==> src/rtl/sensor_window.sv <==
// sensor_window: packs framed 16-bit glove samples into channel vectors.
// It keeps a DEPTH-vector history and hands the flattened window to the core.
// Ports:
//   i_clk              clock
//   i_rst_n            reset, synchronous, active-low
//   i_valid            sample beat is valid
//   i_sample           signed 16-bit sample
//   i_last             last channel of a timestep (used only with i_valid)
//   i_ready            core is idle and can take a window
//   o_data             window, word t*CHANNELS+c, t=0 is the oldest timestep
//   o_next             one-cycle pulse: o_data holds a new window
//   o_err              one-cycle pulse: a vector was dropped for bad framing
//   o_filled           history holds DEPTH valid vectors
// Option: define SENSOR_WINDOW_CALIB_EN to calibrate per-channel offsets.
module sensor_window #(
  parameter int CHANNELS = 8,
  parameter int DEPTH    = 5,
  parameter int STRIDE   = 1,
  parameter int CAL_VECS = 16
) (
  input  logic        i_clk,
  input  logic        i_rst_n,
  input  logic        i_valid,
  input  logic [15:0] i_sample,
  input  logic        i_last,
  input  logic        i_ready,
  output logic [15:0] o_data [0:CHANNELS*DEPTH-1],
  output logic        o_next,
  output logic        o_err,
  output logic        o_filled
);

  localparam int CW = (CHANNELS > 1) ? $clog2(CHANNELS) : 1;
  localparam int FW = $clog2(DEPTH + 1);
  localparam int SW = $clog2(STRIDE + 1);

  localparam logic [CW-1:0] LAST_CH   = CW'(CHANNELS - 1);
  localparam logic [FW-1:0] LAST_FILL = FW'(DEPTH - 1);
  localparam logic [SW-1:0] LAST_STR  = SW'(STRIDE - 1);

  typedef enum logic [1:0] {
    S_FILL = 2'd0,
    S_RUN  = 2'd1
`ifdef SENSOR_WINDOW_CALIB_EN
    , S_CAL = 2'd2
`endif
  } state_t;

`ifdef SENSOR_WINDOW_CALIB_EN
  localparam state_t S_INIT = S_CAL;
`else
  localparam state_t S_INIT = S_FILL;
`endif

  state_t state;
  state_t state_d;

  logic [CW-1:0] cnt;
  logic [15:0]   stage [0:CHANNELS-1];
  logic [15:0]   entry [0:CHANNELS-1];
  logic [15:0]   hist  [0:DEPTH-1][0:CHANNELS-1];

  // done: a clean vector sits in stage and is consumed next cycle
  logic          done;
  logic          pending;
  logic          pending_d;
  logic [FW-1:0] fill_cnt;
  logic [FW-1:0] fill_d;
  logic [SW-1:0] stride_cnt;
  logic [SW-1:0] stride_d;
  logic          filled_d;
  logic          emit;
  logic          hist_we;

`ifdef SENSOR_WINDOW_CALIB_EN
  localparam int CAL_SH = $clog2(CAL_VECS);
  localparam int CALW   = (CAL_SH > 0) ? CAL_SH : 1;
  localparam logic [CALW-1:0] LAST_CAL = CALW'(CAL_VECS - 1);

  logic [CALW-1:0] cal_cnt;
  logic [23:0]     sums   [0:CHANNELS-1];
  logic [23:0]     sum_nx [0:CHANNELS-1];
  logic [15:0]     offs   [0:CHANNELS-1];
  logic            cal_we;
  logic            cal_done;

  function automatic logic [15:0] sat_sub(
    input logic [15:0] a,
    input logic [15:0] b
  );
    logic [16:0] d;
    d = {a[15], a} - {b[15], b};
    // sign bits disagree only on overflow
    if (d[16] != d[15]) return d[16] ? 16'h8000 : 16'h7fff;
    return d[15:0];
  endfunction

  always_comb begin
    for (int c = 0; c < CHANNELS; c++) begin
      sum_nx[c] = sums[c] + {{8{stage[c][15]}}, stage[c]};
      entry[c]  = sat_sub(stage[c], offs[c]);
    end
  end
`else
  logic unused_cal;
  assign unused_cal = (CAL_VECS == 0);

  always_comb begin
    for (int c = 0; c < CHANNELS; c++) begin
      entry[c] = stage[c];
    end
  end
`endif

  always_ff @(posedge i_clk) begin
    if (!i_rst_n) state <= S_INIT;
    else          state <= state_d;
  end

  always_comb begin
    state_d   = state;
    pending_d = pending;
    fill_d    = fill_cnt;
    stride_d  = stride_cnt;
    filled_d  = o_filled;
    hist_we   = 1'b0;
`ifdef SENSOR_WINDOW_CALIB_EN
    cal_we    = 1'b0;
    cal_done  = 1'b0;
`endif
    // emission reads history before any shift in this cycle
    emit = pending & i_ready;
    if (emit) pending_d = 1'b0;
    if (done) begin
      unique case (state)
        S_FILL: begin
          hist_we = 1'b1;
          if (fill_cnt == LAST_FILL) begin
            state_d   = S_RUN;
            filled_d  = 1'b1;
            pending_d = 1'b1;
            stride_d  = '0;
          end else begin
            fill_d = fill_cnt + 1'b1;
          end
        end
        S_RUN: begin
          hist_we = 1'b1;
          if (stride_cnt == LAST_STR) begin
            pending_d = 1'b1;
            stride_d  = '0;
          end else begin
            stride_d = stride_cnt + 1'b1;
          end
        end
`ifdef SENSOR_WINDOW_CALIB_EN
        S_CAL: begin
          cal_we = 1'b1;
          if (cal_cnt == LAST_CAL) begin
            cal_done = 1'b1;
            state_d  = S_FILL;
          end
        end
`endif
        default: state_d = S_INIT;
      endcase
    end
  end

  always_ff @(posedge i_clk) begin
    if (!i_rst_n) begin
      cnt        <= '0;
      done       <= 1'b0;
      pending    <= 1'b0;
      fill_cnt   <= '0;
      stride_cnt <= '0;
      o_next     <= 1'b0;
      o_err      <= 1'b0;
      o_filled   <= 1'b0;
      for (int c = 0; c < CHANNELS; c++) begin
        stage[c] <= '0;
      end
      for (int t = 0; t < DEPTH; t++) begin
        for (int c = 0; c < CHANNELS; c++) begin
          hist[t][c]               <= '0;
          o_data[t*CHANNELS + c]   <= '0;
        end
      end
    end else begin
      pending    <= pending_d;
      fill_cnt   <= fill_d;
      stride_cnt <= stride_d;
      o_filled   <= filled_d;
      o_next     <= emit;
      done       <= 1'b0;
      o_err      <= 1'b0;

      if (i_valid) begin
        stage[cnt] <= i_sample;
        if (i_last && cnt == LAST_CH) begin
          done <= 1'b1;
          cnt  <= '0;
        end else if (i_last || cnt == LAST_CH) begin
          o_err <= 1'b1;
          cnt   <= '0;
        end else begin
          cnt <= cnt + 1'b1;
        end
      end

      if (emit) begin
        for (int t = 0; t < DEPTH; t++) begin
          for (int c = 0; c < CHANNELS; c++) begin
            o_data[t*CHANNELS + c] <= hist[t][c];
          end
        end
      end

      if (hist_we) begin
        for (int t = 0; t < DEPTH-1; t++) begin
          hist[t] <= hist[t+1];
        end
        for (int c = 0; c < CHANNELS; c++) begin
          hist[DEPTH-1][c] <= entry[c];
        end
      end
    end
  end

`ifdef SENSOR_WINDOW_CALIB_EN
  always_ff @(posedge i_clk) begin
    if (!i_rst_n) begin
      cal_cnt <= '0;
      for (int c = 0; c < CHANNELS; c++) begin
        sums[c] <= '0;
        offs[c] <= '0;
      end
    end else if (cal_we) begin
      cal_cnt <= cal_cnt + 1'b1;
      for (int c = 0; c < CHANNELS; c++) begin
        sums[c] <= sum_nx[c];
        // arithmetic shift of the sum, truncated to a 16-bit offset
        if (cal_done) offs[c] <= sum_nx[c][CAL_SH +: 16];
      end
    end
  end
`endif

endmodule

==> config.mk <==
export PLATFORM = sky130hd
export DESIGN_NAME = sensor_window
export DESIGN_NICKNAME = d
export VERILOG_FILES = /design/src/rtl/sensor_window.sv
export SDC_FILE = /design/constraint.sdc
export NUM_CORES = 2
export LEC_CHECK = 0
export ABC_AREA = 1
export ABC_CLOCK_PERIOD_IN_PS = 33200
export CAP_MARGIN = 20
export CORE_ASPECT_RATIO = 1.1
export CORE_MARGIN = 3
export CORE_UTILIZATION = 59
export DETAILED_ROUTE_END_ITERATION = 12
export GPL_TIMING_DRIVEN = 0
export HOLD_SLACK_MARGIN = 0.05
export PLACE_DENSITY = 0.85
export SLEW_MARGIN = 20
export SYNTH_ARGS = -nofsm -noshare
export SYNTH_HDL_FRONTEND = slang
export SYNTH_SLANG_ARGS = --single-unit
==> constraint.sdc <==
create_clock -name i_clk -period 33.2 [get_ports i_clk]
set_input_delay 6.64 -clock i_clk [delete_from_list [all_inputs] [get_ports i_clk]]
set_output_delay 6.64 -clock i_clk [all_outputs]
set_load 0.01 [all_outputs]
==> qor.csv <==
metric;value;unit
status;complete, no violations;
die_w;283;um
r2r_slack;30.60;ns
start_util;59.7;%
yosysSeqAreaShare;72.4;%
drtPass1Iterations;6;
syn_area;0.0499;sq mm
avgSynthCellArea;10.8;sq um
die_h;311;um
wl;160000;um
grt_pass1_wl;229000;um
vias;37700;
r2r_end;hist[0][121];
hp-class;flip-flop to flip-flop;
period_minus_slack;8.97;ns
rsz0062_at_grt;false;
postCtsResizedCells;0;
tightest_slew;1.23;ns
cts.hold.buffers_added;0;
post_route_cells_drive_above_1_share;7.48;%
die_area;0.0881;sq mm
crit_fanout;55;
min_to;pending;
syn_nets;4649;
startpoint_type;input port;
leakage;24.7;nW
area_growth_syn_to_layout;25.7;%
critPathLaunch;i_rst_n;
synth_top_cell_by_area;edfxtp_1;
io_buffers;663;
synth_cells;4624;
core;0.0836;sq mm
vias_per_cell;5.63;
fin_crit_sh;27.0;%
ant_nets;0;
dp.final_hpwl;118000;um
clock_path_buffers;3;
worst-endpoint-arrival;9.37;ns
ir_drop;0.0344;mV
grt_overflow_total;0;
reg2reg_from;done;
fin_util;75.0;%
pin_count;664;
antenna_found_initial;2;
final_nets;5463;
grt_start_max_net_pins;58;
critical_path_required;33.61;ns
max_cap_viol_count;0;
clk_latency;0.75;ns
avgRoutedWirePerCell;23.9;um
synth.area.top_cells;edfxtp_1 46%, dfxtp_1 26%, nor2_1 7.8%, o21ai_0 6.5%, a21oi_1 5.2%;
routabilityCongestion;0.970;
reg2regPathDepth;5;
finalSetupViolations;0;
drtIter0Drc;4659;
critPathCaptureType;flip-flop;
synth_cell_types;17;
ys.warnings.count;0;
dpl_worst_slack;23.51;ns
worstHoldStart;pending;
skew;0.0304;ns
htree_levels;4;
rows;111;
final.setup.tns;0;ns
cts_buffers;137;
crit_type;input port to flip-flop;
post_cts.repair.setup_buffers;0;
final_cell_area;0.0627;sq mm
clk_pin_slew;0.06;ns
drv_slew;0;
cts_tree;built;
drc_errors;0;
hold_viol;0;
timing.final.ws_setup;24.23;ns
place_area;0.0583;sq mm
clockRootBuffer;clkbuf_16;
clkSinkCount;1420;
cellPowerDensity;56.0;mW/mm^2
track_usage;35.2;%
max_slew_margin;17.8;%
max_freq;112;MHz
yosys.area.top_type_share;46.2;%
ys_ff_latch;1420;
grt_pass1_vias;35400;
hold_path_depth;2;
==> where the power goes <==
group | total, W | internal (W) | switching [W] | leakage, nW
Combinational | 0.0000838 | 0.0000167 | 0.0000672 | 9.31
Sequential | 0.00189 | 0.00188 | 0.0000103 | 13.2
Clock | 0.00154 | 0.000874 | 0.000664 | 2.17
==> worst max path at each step <==
stage	endpoint	slack (ns)
after global routing	hist[0][101]	24.13
after detailed placement	hist[0][121]	23.51
after floorplan	hist[0][0]	17.97
after CTS	hist[1][127]	24.28
after global placement	hist[0][52]	14.19
final	hist[0][121]	24.23
==> metrics by stage <==
stage	hold WS (ns)	cells	total power (W)
6_report	0.470	6684	0.00351
5_1_grt	0.503	6681	0.00359
4_1_cts	0.470	6681	0.00351
3_5_place_dp	0.455	6429	0.00201
3_3_place_gp	0.442	6417	0.00202
2_1_floorplan	0.429	4624	0.00198
==> kinds of logic (layout without fill, tap and decap cells) <==
group | after synthesis | after routing | synth area share [%]
adders and majority gates | 4 | 4 | 0.100
DFF | 1420 | 1420 | 72.4
buffers and inverters | 962 | 1889 | 7.75
AOI/OAI and AO/OA | 1161 | 1161 | 11.6
and+or+nand+nor | 1077 | 1077 | 8.13
other | 0 | 3 | 0
==> flip-flops by register name, indices dropped and copies added, names as in the netlist <==
| signal | count |
|---|---|
| fill_cnt | 3 |
| o_data | 640 |
| state | 1 |
| done | 1 |
| o_next | 1 |
| pending | 1 |
| hist | 640 |
| cnt | 3 |
| o_err | 1 |
| stage | 128 |
| o_filled | 1 |
==> cell type report <==
class	instances	area, sq um
plain buffers	292	1350
repair buffers	675	6960
clock inverters	61	512
flip-flops and latches	1420	36100
inverters	670	2510
multi-input cells	2242	9920
diodes	3	7.51
well taps	1130	1410
fillers	5312	20900
clock buffers	191	3910
==> synthesized netlist by cell type <==
master    number
nor2_1      1038
clkbuf_1      94
buf_1          3
a21oi_1      515
nand3_1        4
buf_2        190
o21ai_1        1
nor2_2         2
nand2_1       31
buf_4          5
or2_2          2
inv_2          2
inv_1        668
edfxtp_1     768
ha_1           4
dfxtp_1      652
o21ai_0      645
==> layout by cell type (no fill, tap or decap), types with 15 or more instances in the layout <==
cell type	n
inv_1	668
a21oi_1	515
clkdlybuf4s50_1	663
buf_2	190
clkinv_1	17
clkbuf_16	143
dfxtp_1	652
o21ai_0	645
clkbuf_1	127
nor2_1	1038
edfxtp_1	768
nand2_1	31
clkinv_2	20
clkbuf_8	15
==> worst max-delay path, stage by stage <==
cell             delay, ns
clkdlybuf4s50_1       0.57
buf_2                 0.29
inv_2                 0.26
or2_4                 0.57
buf_16                0.33
buf_16                0.30
buf_16                0.31
==> per-layer routing <==
metal,global-route usage (%),up-vias,routed length [um],share of wire (%)
met4,24.0,0,12800,8.0
met1,44.6,17900,57900,36
met3,7.05,524,16500,10
met2,55.1,2535,72500,45
li1,-,16700,-,-
met5,0,-,0,0
Power figures use the tool's default switching activity.
